[config.mk]
export PLATFORM = sky130hd
export DESIGN_NAME = key_search
export DESIGN_NICKNAME = d
export VERILOG_FILES = /design/src/rtl/key_search.sv
export SDC_FILE = /design/constraint.sdc
export NUM_CORES = 1
export LEC_CHECK = 0
export ABC_CLOCK_PERIOD_IN_PS = 4800
export BUFFER_PORTS_ARGS = -buffer_cell sky130_fd_sc_hd__clkbuf_2
export CAP_MARGIN = 15
export CELL_PAD_IN_SITES_DETAIL_PLACEMENT = 0
export CELL_PAD_IN_SITES_GLOBAL_PLACEMENT = 2
export CORE_ASPECT_RATIO = 1.5
export CORE_MARGIN = 8
export CORE_UTILIZATION = 37
export DETAILED_ROUTE_END_ITERATION = 8
export GPL_TIMING_DRIVEN = 0
export PLACE_DENSITY_LB_ADDON = 0.1
export SYNTH_ARGS = -nofsm -noshare
export SYNTH_HDL_FRONTEND = slang
export SYNTH_SLANG_ARGS = --single-unit
export TNS_END_PERCENT = 50
[constraint.sdc]
create_clock -name clk -period 4.8 [get_ports clk]
set_input_delay 0.96 -clock clk [delete_from_list [all_inputs] [get_ports clk]]
set_output_delay 0.96 -clock clk [all_outputs]
set_load 0.005 [all_outputs]
[src/rtl/key_search.sv]
// Brute-force ARC4 key search: launches one candidate key at a time, snoops plaintext writes, stops on first all-printable message.
// Latency: LAUNCH + ARC4 run + CHECK per candidate; result registered on the edge leaving CHECK.
// Backpressure: waits on a4_rdy before each launch; en is ignored while a search is in progress.
module key_search #(
    parameter logic [23:0] KEY_START = 24'h000000,
    parameter logic [23:0] KEY_END   = 24'hFFFFFF,
    parameter logic [23:0] KEY_STEP  = 24'd1
) (
    input  logic        clk,
    input  logic        rst_n,
    input  logic        en,
    output logic        rdy,
    output logic [23:0] key,
    output logic        key_valid,
    output logic        a4_en,
    input  logic        a4_rdy,
    output logic [23:0] a4_key,
    input  logic        pt_wren,
    input  logic [7:0]  pt_addr,
    input  logic [7:0]  pt_wrdata
);

    typedef enum logic [2:0] {
        S_IDLE,
        S_LAUNCH,
        S_WAIT_BUSY,
        S_WAIT_DONE,
        S_CHECK
    } state_t;

    state_t      state;
    state_t      state_nxt;
    logic [7:0]  len_q;
    logic        bad_q;
    logic [24:0] key_sum;
    logic        last_key;
    logic        snoop;
    logic        byte_bad;

    // 25-bit sum so a range ending at 24'hFFFFFF terminates instead of wrapping
    assign key_sum  = {1'b0, a4_key} + {1'b0, KEY_STEP};
    assign last_key = key_sum > {1'b0, KEY_END};
    assign snoop    = (state == S_WAIT_BUSY) || (state == S_WAIT_DONE);
    assign byte_bad = (pt_wrdata < 8'h20) || (pt_wrdata > 8'h7E);

    always_ff @(posedge clk or negedge rst_n) begin
        if (!rst_n) begin
            state <= S_IDLE;
        end else begin
            state <= state_nxt;
        end
    end

    always_comb begin
        state_nxt = state;
        a4_en     = 1'b0;
        case (state)
            S_IDLE: begin
                if (en) state_nxt = S_LAUNCH;
            end
            S_LAUNCH: begin
                a4_en = a4_rdy;
                if (a4_rdy) state_nxt = S_WAIT_BUSY;
            end
            S_WAIT_BUSY: begin
                if (!a4_rdy) state_nxt = S_WAIT_DONE;
            end
            S_WAIT_DONE: begin
                if (a4_rdy) state_nxt = S_CHECK;
            end
            S_CHECK: begin
                if (!bad_q || last_key) state_nxt = S_IDLE;
                else                    state_nxt = S_LAUNCH;
            end
            default: state_nxt = S_IDLE;
        endcase
    end

    always_ff @(posedge clk or negedge rst_n) begin
        if (!rst_n) begin
            rdy       <= 1'b1;
            key       <= 24'h0;
            key_valid <= 1'b0;
            a4_key    <= KEY_START;
            len_q     <= 8'h0;
            bad_q     <= 1'b0;
        end else begin
            rdy <= (state_nxt == S_IDLE);
            case (state)
                S_IDLE: begin
                    if (en) begin
                        key_valid <= 1'b0;
                        a4_key    <= KEY_START;
                    end
                end
                S_LAUNCH: begin
                    len_q <= 8'h0;
                    bad_q <= 1'b0;
                end
                S_CHECK: begin
                    if (!bad_q) begin
                        key       <= a4_key;
                        key_valid <= 1'b1;
                    end else if (!last_key) begin
                        a4_key <= key_sum[23:0];
                    end
                end
                default: ;
            endcase
            // address 0 always arrives first, so len_q is valid for every message byte
            if (snoop && pt_wren) begin
                if (pt_addr == 8'h0) begin
                    len_q <= pt_wrdata;
                end else if ((pt_addr <= len_q) && byte_bad) begin
                    bad_q <= 1'b1;
                end
            end
        end
    end

endmodule

==> results_dict.tcl, run 1 <==
set metrics [dict create \
    power_density_nw_per_um2 377 \
    ctsResizeCount 0 \
    clk_path_buf_depth 2 \
    rsz0062_at_grt "false" \
    synth_nets 390 \
    cts_root_buf "clkbuf_16" \
    drv_cap 0 \
    start_util 0.379 \
    status "finished, final reports clean" \
    layout_min_cycle_time_ns 2.93 \
    via_count 3073 \
    post_dp_cell_area_um2 4000 \
    postLayoutCoreUtil 0.462 \
    netlist_area_um2 3500 \
    h-tree-depth 3 \
    clk_pin_slew_ns 0.05 \
    synth-edff-count 0 \
    wirelength_um 10300 \
    fin_setup_tns_ns 0 \
    fin_area_um2 4280 \
    grt_pass1_wl_um 16800 \
    num_antenna_cells 0 \
    grt_pass1_vias 3211 \
    drive_gt1_frac 0.314 \
    fp.coreArea_um2 9250 \
    die_w_um 95.5 \
    fin_nets 472 \
    ant_nets 0 \
    hp-class "register to register" \
    grt-ovfl-total 0 \
    multiInputGateArea_um2 1750 \
    synth-seq-cells 62 \
    die_h_um 135 \
    ir_worst_vdd_mv 0.190 \
    max_freq_ghz 0.342 \
    crit_arrival_ns 3.14 \
    cts.sinks 62 \
    critPathKind "register to register" \
    wl_per_cell_um 18.5 \
    final-hold-violation-count 0 \
    finalPower_uw 1610 \
    tightest_slew_ns 0.868 \
    rows 43 \
    drcViolationCount 0 \
    area_growth_syn_to_layout_pct 22.0 \
    avgViaCountPerCell 5.51 \
    finClkSkew_ns 0.00879 \
    grt_antenna_before_repair 0 \
    place_hpwl_um 7870 \
    io_pins 72 \
    start_kind "register" \
    hold_slack_ns 0.473 \
    crit_path_max_fanout 10 \
    min_period_over_period 0.610 \
    drtIter0Drc 131 \
    hold_buffers 0 \
    worstPathRequired_ns 5.02 \
    io_buffers 71 \
    cp-end-kind "register" \
    p_leak_uw 0.00206 \
    ys_warn_count 0 \
    cts_tree "built" \
    cts_inserted_buffers 9 \
    avgSynthCellArea_um2 9.76 \
    cts_setup_buffers 0 \
    grt_max_degree 63 \
    ys.flop_type "dfrtp_1" \
    gp_congestion 0.842 \
    die-area_um2 12900 \
    num-fill-cells 931 \
    syn-instance-count 359 \
    finalSetupViolCount 0 \
    yosysSeqAreaShare 0.443 \
    clk_latency_ns 0.33 \
    synth_cell_types 59 \
    grt_usage 0.173 \
    first_pass_iters 4 \
    drv_slew 0 \
    slew_headroom 0.421 \
    regArea_um2 1550 \
    async_flop_share 1.00 \
]
==> layer usage <==
layer  GRT usage  wire length (µm)  up-vias
met5           0                 0        -
met2       0.304              5560       78
li1            -                 -     1483
met1       0.182              3930     1493
met3      0.0433               536       19
met4      0.0901               319        0
==> Yosys cell counts (2+ instances only) <==
cell type / number / area, µm²
dfrtp_1: 61 / 1530
o21ai_0: 37 / 185
mux2_2: 24 / 270
inv_1: 22 / 82.6
nand2_1: 22 / 82.6
nand3_1: 22 / 110
nor2_1: 21 / 78.8
clkbuf_1: 13 / 48.8
buf_2: 12 / 60.1
a21oi_1: 10 / 50.1
ha_1: 10 / 125
o31ai_1: 9 / 67.6
o41ai_1: 8 / 70.1
nand4_1: 7 / 43.8
or4_1: 6 / 45.0
a31oi_1: 5 / 31.3
and2_1: 5 / 31.3
and3_1: 5 / 31.3
o21a_1: 5 / 37.5
xnor2_1: 4 / 35.0
and4_1: 3 / 26.3
nand4b_1: 3 / 26.3
nor3_1: 3 / 15.0
o21ai_1: 3 / 15.0
a21o_1: 2 / 15.0
nand4_2: 2 / 25.0
nor4_2: 2 / 25.0
or3b_2: 2 / 17.5
==> cell usage in the layout (no fill, tap or decap), drive strengths merged, types with 2 or more instances in the layout <==
| cell | n |
|---|---|
| nor4b | 2 |
| nor3 | 3 |
| o21a | 5 |
| dfrtp | 61 |
| a21o | 2 |
| o31ai | 9 |
| nand4 | 10 |
| nand4b | 3 |
| o211ai | 2 |
| ha | 10 |
| xnor2 | 4 |
| inv | 22 |
| nor2 | 21 |
| and3 | 6 |
| a31oi | 5 |
| nand3 | 22 |
| nor4 | 4 |
| clkbuf | 99 |
| and2 | 5 |
| o21ai | 41 |
| and4 | 3 |
| or4 | 7 |
| o41ai | 9 |
| o21bai | 2 |
| clkinv | 2 |
| mux2 | 25 |
| nand2 | 22 |
| a21oi | 10 |
| or3b | 2 |
| buf | 13 |
==> cell families after synthesis <==
group	Yosys count	share of synthesized area
and+or+nand+nor	118	0.203
AOI/OAI and AO/OA	90	0.166
DFF	62	0.443
buffers and inverters	49	0.0582
muxes	25	0.0814
adders and majority gates	10	0.0357
xor gates and xnor gates	5	0.0125
==> sequential cells by signal, summed over array words and instances (netlist names) <==
register / count
len_q: 8
state: 3
key_valid: 1
rdy: 1
key: 24
bad_q: 1
a4_key: 24
==> power by group <==
part | switching, µW | internal, µW | leakage [µW] | total [µW]
Clock | 221 | 376 | 0.000137 | 597
Combinational | 182 | 162 | 0.00107 | 344
Sequential | 54.2 | 615 | 0.000852 | 669
==> final cells by class <==
type                    instances  share of cell area
inverters                      22              0.0193
repair buffers                 71              0.0837
multi-input cells             248               0.409
well taps                     112              0.0328
plain buffers                  27              0.0284
flip-flops and latches         62               0.363
clock inverters                 2             0.00234
clock buffers                  14              0.0618
==> final timing paths <==
path,start,to,slack [ns],cells past startpoint
hold reg to reg,key_valid$_DFFE_PN0P_,key_valid$_DFFE_PN0P_,0.47,1
setup reg to reg,a4_key[0]$_DFFE_PN0P_,a4_key[1]$_DFFE_PN0P_,1.87,10
min in group asynchronous,rst_n,key[19]$_DFFE_PN0P_,0.77,1
hold / removal,key_valid$_DFFE_PN0P_,key_valid$_DFFE_PN0P_,0.47,1
max in group asynchronous,rst_n,len_q[4]$_DFF_PN0_,3.46,1
setup / recovery,a4_key[0]$_DFFE_PN0P_,a4_key[1]$_DFFE_PN0P_,1.87,10
==> critical path, cell delays in order, from the launching register on <==
cell and delay (ns):
dfrtp_1 0.47, ha_1 0.18, buf_2 0.19, nand4_2 0.19
nor4_4 0.61, nand4_1 0.16, nand3_1 0.14, and2_1 0.13
buf_2 0.20, o21bai_2 0.20, mux2_4 0.32
==> metrics by stage <==
step,worst slack (ns),cells
detailed placement,1.89,542
floorplan,2.36,359
global placement,1.87,542
global route,1.59,558
CTS,1.87,558
finish,1.87,558
(Power assumes the default switching activity.)
==> inputs of run 2 (changes only) <==
--- a/config.mk
+++ b/config.mk
@@ -5,14 +5,14 @@
 export SDC_FILE = /design/constraint.sdc
 export NUM_CORES = 1
 export LEC_CHECK = 0
-export ABC_CLOCK_PERIOD_IN_PS = 4800
+export ABC_CLOCK_PERIOD_IN_PS = 2600
 export BUFFER_PORTS_ARGS = -buffer_cell sky130_fd_sc_hd__clkbuf_2
 export CAP_MARGIN = 15
 export CELL_PAD_IN_SITES_DETAIL_PLACEMENT = 0
 export CELL_PAD_IN_SITES_GLOBAL_PLACEMENT = 2
 export CORE_ASPECT_RATIO = 1.5
 export CORE_MARGIN = 8
-export CORE_UTILIZATION = 37
+export CORE_UTILIZATION = 31
 export DETAILED_ROUTE_END_ITERATION = 8
 export GPL_TIMING_DRIVEN = 0
 export PLACE_DENSITY_LB_ADDON = 0.1
==> constraint.sdc (replaced) <==
create_clock -name clk -period 2.6 [get_ports clk]
set_input_delay 0.52 -clock clk [delete_from_list [all_inputs] [get_ports clk]]
set_output_delay 0.52 -clock clk [all_outputs]
set_load 0.005 [all_outputs]
==> run 2 against run 1 <==
  * Clock power rose by 91%
  * Critical path depth is 1 lower
  * Hold slack worse by 0.32 ns
  * Global-route usage shrank 1.4 points
  * Via count about the same
==> results_dict.tcl, run 2 (same netlist as run 1, synthesis figures left out) <==
set metrics [dict create \
    gp_congestion 0.849 \
    num_antenna_cells 0 \
    rows 47 \
    power_density_nw_per_um2 686 \
    final-hold-violation-count 0 \
    num-fill-cells 1201 \
    fin_nets 479 \
    multiInputGateArea_um2 1790 \
    finalSetupViolCount 0 \
    status "finished, final reports clean" \
    drcViolationCount 0 \
    crit_arrival_ns 2.77 \
    grt-ovfl-total 0 \
    slowest_stage "or4_4" \
    cp-end-kind "register" \
    slew_headroom 0.538 \
    grt_usage 0.158 \
    die_w_um 103 \
    grt_pass1_wl_um 17900 \
    grt_antenna_before_repair 0 \
    place_hpwl_um 8670 \
    crit_path_max_incr_delay_ns 0.55 \
    layout_min_cycle_time_ns 2.56 \
    wl_per_cell_um 18.9 \
    regArea_um2 1560 \
    worstPathRequired_ns 2.81 \
    rsz0062_at_grt "true" \
    hp-class "input port to async pin" \
    path_cells "ha_1 -> buf_4 -> nand4_4 -> or4_4 -> nor4b_2 -> a41o_2 -> o21ai_2 -> o21bai_4 -> mux2_4" \
    io_pins 72 \
    io_buffers 71 \
    finClkSkew_ns 0.00773 \
    first_pass_iters 5 \
    grt_pass1_vias 3171 \
    area_growth_syn_to_layout_pct 27.0 \
    cts_root_buf "clkbuf_16" \
    clk_pin_slew_ns 0.06 \
    avgViaCountPerCell 5.13 \
    die-area_um2 15000 \
    drtIter0Drc 158 \
    ant_nets 0 \
    drv_cap 0 \
    cts_inserted_buffers 9 \
    met3_length_um 450 \
    h-tree-depth 3 \
    largest_registers "a4_key: 24 flops, key: 24 flops, len_q: 8 flops" \
    routed.top_layer "met4" \
    ir_worst_vdd_mv 0.285 \
    via_count 3076 \
    post_dp_cell_area_um2 4070 \
    crit_path_max_fanout 8 \
    drv_slew 0 \
    cts_tree "built" \
    wirelength_um 11300 \
    max_freq_ghz 0.391 \
    min_period_over_period 0.984 \
    wl_met2_um 6190 \
    tightest_slew_ns 0.693 \
    layout_common_cells "74 x clkbuf_2, 56 x dfrtp_1, 37 x o21ai_0, 24 x mux2_2" \
    fp.coreArea_um2 11100 \
    fin_area_um2 4450 \
    die_h_um 146 \
    clk_latency_ns 0.33 \
    start_util 0.317 \
    cts.sinks 62 \
    critPathKind "register to register" \
    wl_met1_um 4440 \
    hold_buffers 0 \
    grt_max_degree 35 \
    start_kind "register" \
    clk_path_buf_depth 2 \
    hold_slack_ns 0.158 \
    drive_gt1_frac 0.347 \
    layout_commonest_cell "clkbuf_2" \
    p_leak_uw 0.00214 \
]
-- run 2: cell count changes in the layout (fill, tap and decap cells not counted), sizes merged --
cell    change
buf         +7
clkinv      -1
clkbuf      +1
-- run 2: worst paths after layout --
kind / start / end / slack, ns / cells after the start
max: a4_key[0]$_DFFE_PN0P_ / a4_key[1]$_DFFE_PN0P_ / 0.04 / 9
min: rst_n / key[20]$_DFFE_PN0P_ / 0.16 / 1
max reg2reg: a4_key[0]$_DFFE_PN0P_ / a4_key[1]$_DFFE_PN0P_ / 0.04 / 9
min reg2reg: key_valid$_DFFE_PN0P_ / key_valid$_DFFE_PN0P_ / 0.49 / 1
max in group asynchronous: rst_n / key[4]$_DFFE_PN0P_ / 1.91 / 2
min in group clk: pt_wrdata[4] / len_q[4]$_DFF_PN0_ / 0.43 / 3
-- run 2: final cells by class --
class / count / area share
Clock buffer: 15 / 0.0624
Sequential cell: 62 / 0.350
Clock inverter: 1 / 0.00112
Buffer: 27 / 0.0298
Multi-Input combinational cell: 248 / 0.401
Inverter: 22 / 0.0186
Tap cell: 147 / 0.0413
Timing Repair Buffer: 78 / 0.0951
-- run 2: worst max-delay path, delay by kind of cell, from the launching register on --
kind	cells	cell delay [ns]
AOI/OAI and AO/OA	3	0.44
and+or+nand+nor	3	0.95
DFF	1	0.41
adders and majority gates	1	0.16
buffers and inverters	1	0.16
muxes	1	0.31
-- run 2: power by group --
part	switching [µW]	internal, µW
Clock	414	722
Sequential	96.7	1140
Combinational	358	326
Total	869	2180
-- run 2: metrics by stage --
stage / worst slack (ns) / total power [µW] / std cells / utilization / TNS, ns
after floorplan: 0.164 / 1590 / 359 / - / 0
after global placement: -0.413 / 1910 / 577 / 0.366 / -10.70
after detailed placement: -0.423 / 1920 / 578 / 0.368 / -11.20
after CTS: -0.0174 / 3100 / 596 / 0.398 / -0.0174
after global routing: -0.0361 / 3240 / 600 / 0.402 / -0.0361
final: 0.0420 / 3050 / 600 / 0.402 / 0
-- run 2: routing by layer --
layer | GRT usage | vias to the layer above
met5 | 0 | -
met4 | 0.0611 | 0
met3 | 0.0343 | 12
met2 | 0.285 | 76
met1 | 0.173 | 1487
li1 | - | 1501
-- run 2: what timing repair did --
item | CTS | global route
pin swaps | 2 | 1
resized for setup | 10 | 10
gates cloned | 0 | 0
buffers inserted | 2 | 4
setup endpoints to repair | 45 | 34
==> inputs of run 3 (changes only) <==
==> config.mk (replaced) <==
export PLATFORM = sky130hd
export DESIGN_NAME = key_search
export DESIGN_NICKNAME = d
export VERILOG_FILES = /design/src/rtl/key_search.sv
export SDC_FILE = /design/constraint.sdc
export NUM_CORES = 1
export LEC_CHECK = 0
export ABC_CLOCK_PERIOD_IN_PS = 2150
export BUFFER_PORTS_ARGS = -buffer_cell sky130_fd_sc_hd__clkbuf_2
export CAP_MARGIN = 15
export CORE_ASPECT_RATIO = 1.5
export CORE_MARGIN = 8
export CORE_UTILIZATION = 40
export DETAILED_ROUTE_END_ITERATION = 8
export GPL_TIMING_DRIVEN = 0
export SYNTH_ARGS = -nofsm -noshare
export SYNTH_HDL_FRONTEND = slang
export SYNTH_SLANG_ARGS = --single-unit
export TNS_END_PERCENT = 50
==> constraint.sdc (replaced) <==
create_clock -name clk -period 2.15 [get_ports clk]
set_input_delay 0.43 -clock clk [delete_from_list [all_inputs] [get_ports clk]]
set_output_delay 0.43 -clock clk [all_outputs]
set_load 0.005 [all_outputs]
==> run 3 against run 2 <==
  * The flow now finishes with violations (negative setup slack)
  * Count of clock-buffer cells in the layout down 1
  * Design area up 9.8%
  * Cell count fell by 1.2%
  * First-iteration DRC count rose by 21%
  * Sequential power grew 22%
  * Hold slack improved by 0.069 ns
  * Routed wire length decreased by 7.1%
  * Maximum frequency rose by 5.4%
  * Sequential share of layout area fell by 3.0 points
  * Clock power increased by 14%
  * Global-route usage rose by 1.3 points
  * Critical endpoint unchanged
==> results_dict.tcl, run 3 (same netlist as run 1, synthesis figures left out) <==
set metrics [dict create \
    crit_path_max_incr_delay_ns 0.42 \
    first_pass_iters 4 \
    postLayoutCoreUtil 0.563 \
    multiInputGateArea_um2 1900 \
    finClkSkew_ns 0.00644 \
    clk_latency_ns 0.33 \
    p_leak_uw 0.00239 \
    die_w_um 92.4 \
    grt_antenna_before_repair 0 \
    violations "negative setup slack" \
    io_buffers 71 \
    grt_max_degree 63 \
    path_delay_family "compound AO/OA/AOI/OAI gates" \
    place_hpwl_um 7060 \
    fin_nets 510 \
    start_kind "register" \
    wirelength_um 10500 \
    hold_slack_ns 0.227 \
    io_pins 72 \
    cts_tree "built" \
    layout_commonest_cell "clkbuf_2" \
    wl_per_cell_um 17.7 \
    finalPower_uw 3800 \
    cts_root_buf "clkbuf_16" \
    min_period_over_period 1.13 \
    num-fill-cells 762 \
    drv_slew 0 \
    start_util 0.404 \
    drtIter0Drc 191 \
    stdcell_count 593 \
    via_count 3260 \
    h-tree-depth 3 \
    worstPathRequired_ns 2.36 \
    layout_common_cells "72 x clkbuf_2, 52 x dfrtp_1, 40 x buf_4, 35 x o21ai_0, 24 x mux2_2" \
    path_cells "buf_6 -> nand3_2 -> nor4_4 -> buf_4 -> nand2_4 -> o41ai_4 -> o211ai_2 -> o21bai_4 -> mux2_4" \
    die_h_um 131 \
    die-area_um2 12100 \
    drv_cap 0 \
    power_density_nw_per_um2 777 \
    slowest_stage "dfrtp_1" \
    max_freq_ghz 0.412 \
    clk_pin_slew_ns 0.05 \
    worst-path-buf-inv 2 \
    crit_arrival_ns 2.64 \
    grt-ovfl-total 0 \
    finalSetupViolCount 26 \
    tightest_slew_ns 0.863 \
    slew_headroom 0.425 \
    grt_pass1_wl_um 16200 \
    final-hold-violation-count 0 \
    crit_path_max_fanout 8 \
    area_growth_syn_to_layout_pct 39.4 \
    num_antenna_cells 0 \
    cts_inserted_buffers 9 \
    ir_worst_vdd_mv 0.509 \
    grt_pass1_vias 3192 \
    worst_slack_ns -0.277 \
    clk_path_buf_depth 2 \
    drcViolationCount 0 \
    ant_nets 0 \
    largest_registers "a4_key: 24 flops, key: 24 flops, len_q: 8 flops" \
    hp-class "input port to async pin" \
    critPathKind "register to register" \
    cts.sinks 62 \
    rsz0062_at_grt "true" \
    regArea_um2 1560 \
    avgViaCountPerCell 5.50 \
    grt_usage 0.171 \
    fp.coreArea_um2 8670 \
    hold_buffers 0 \
    rows 42 \
    drive_gt1_frac 0.433 \
    cp-end-kind "register" \
    dp.cells 540 \
    status "finished, violations left" \
    gp_congestion 0.865 \
    layout_min_cycle_time_ns 2.43 \
]
-- run 3: changes by cell type in the layout (fill, tap and decap cells not counted), moves of 3 or more --
cell	change
dfrtp_2	+4
clkbuf_1	-4
buf_6	+7
buf_4	+30
buf_2	-7
dfrtp_1	-4
buf_8	+3
nand2_1	-3
-- run 3: where the power goes --
group | switching, µW | total (µW) | internal [µW]
sequential | 122 | 1500 | 1370
clock | 471 | 1300 | 833
combinational | 461 | 996 | 534
total | 1050 | 3800 | 2740
-- run 3: area by class of cell --
| class | instances | share of cell area |
|---|---|---|
| Buffer | 24 | 0.0438 |
| Clock buffer | 14 | 0.0540 |
| Clock inverter | 1 | 0.00102 |
| Inverter | 22 | 0.0169 |
| Multi-Input combinational cell | 248 | 0.388 |
| Sequential cell | 62 | 0.320 |
| Tap cell | 110 | 0.0282 |
| Timing Repair Buffer | 112 | 0.148 |
-- run 3: path summary, 6_finish.rpt --
path                                        from               endpoint  slack [ns]  cells past startpoint
max                        a4_key[2]$_DFFE_PN0P_  a4_key[1]$_DFFE_PN0P_       -0.28                      9
max in group asynchronous                  rst_n  a4_key[0]$_DFFE_PN0P_        1.28                      1
max reg2reg                a4_key[2]$_DFFE_PN0P_  a4_key[1]$_DFFE_PN0P_       -0.28                      9
min reg2reg                key_valid$_DFFE_PN0P_  key_valid$_DFFE_PN0P_        0.48                      1
min in group clk                    pt_wrdata[3]     len_q[3]$_DFF_PN0_        0.34                      3
min                                        rst_n     key[9]$_DFFE_PN0P_        0.23                      1
-- run 3: worst register-to-register path, delay by kind of cell (launching register included) --
family                 cells  cell delay [ns]
flip-flops                 1             0.42
AO/OA/AOI/OAI              3             0.72
multiplexers               1             0.31
buffers and inverters      2             0.34
AND/OR/NAND/NOR            3             0.52
-- run 3: what timing repair did --
| item | 4_1_cts | 5_1_grt |
|---|---|---|
| setup buffers | 19 | 20 |
| pin swaps | 8 | 13 |
| cloned | 0 | 2 |
| endpoints found under the setup margin | 47 | 32 |
| resized for setup | 50 | 29 |
-- run 3: metrics by stage --
stage | TNS, ns | setup WS [ns] | cell area, µm²
finish | -3.39 | -0.277 | 4880
global route | -6.58 | -0.386 | 4880
CTS | -1.48 | -0.205 | 4580
detailed placement | -22.30 | -0.598 | 4020
global placement | -21.11 | -0.573 | 4020
floorplan | -0.236 | -0.224 | 3530
-- run 3: layer usage --
layer	wire length [µm]	share of wire	vias up	GRT usage
met3	561	0.053	25	0.0326
li1	-	-	1562	-
met1	4310	0.41	1567	0.200
met5	0	0	-	0
met4	339	0.032	0	0.0895
met2	5310	0.50	106	0.292
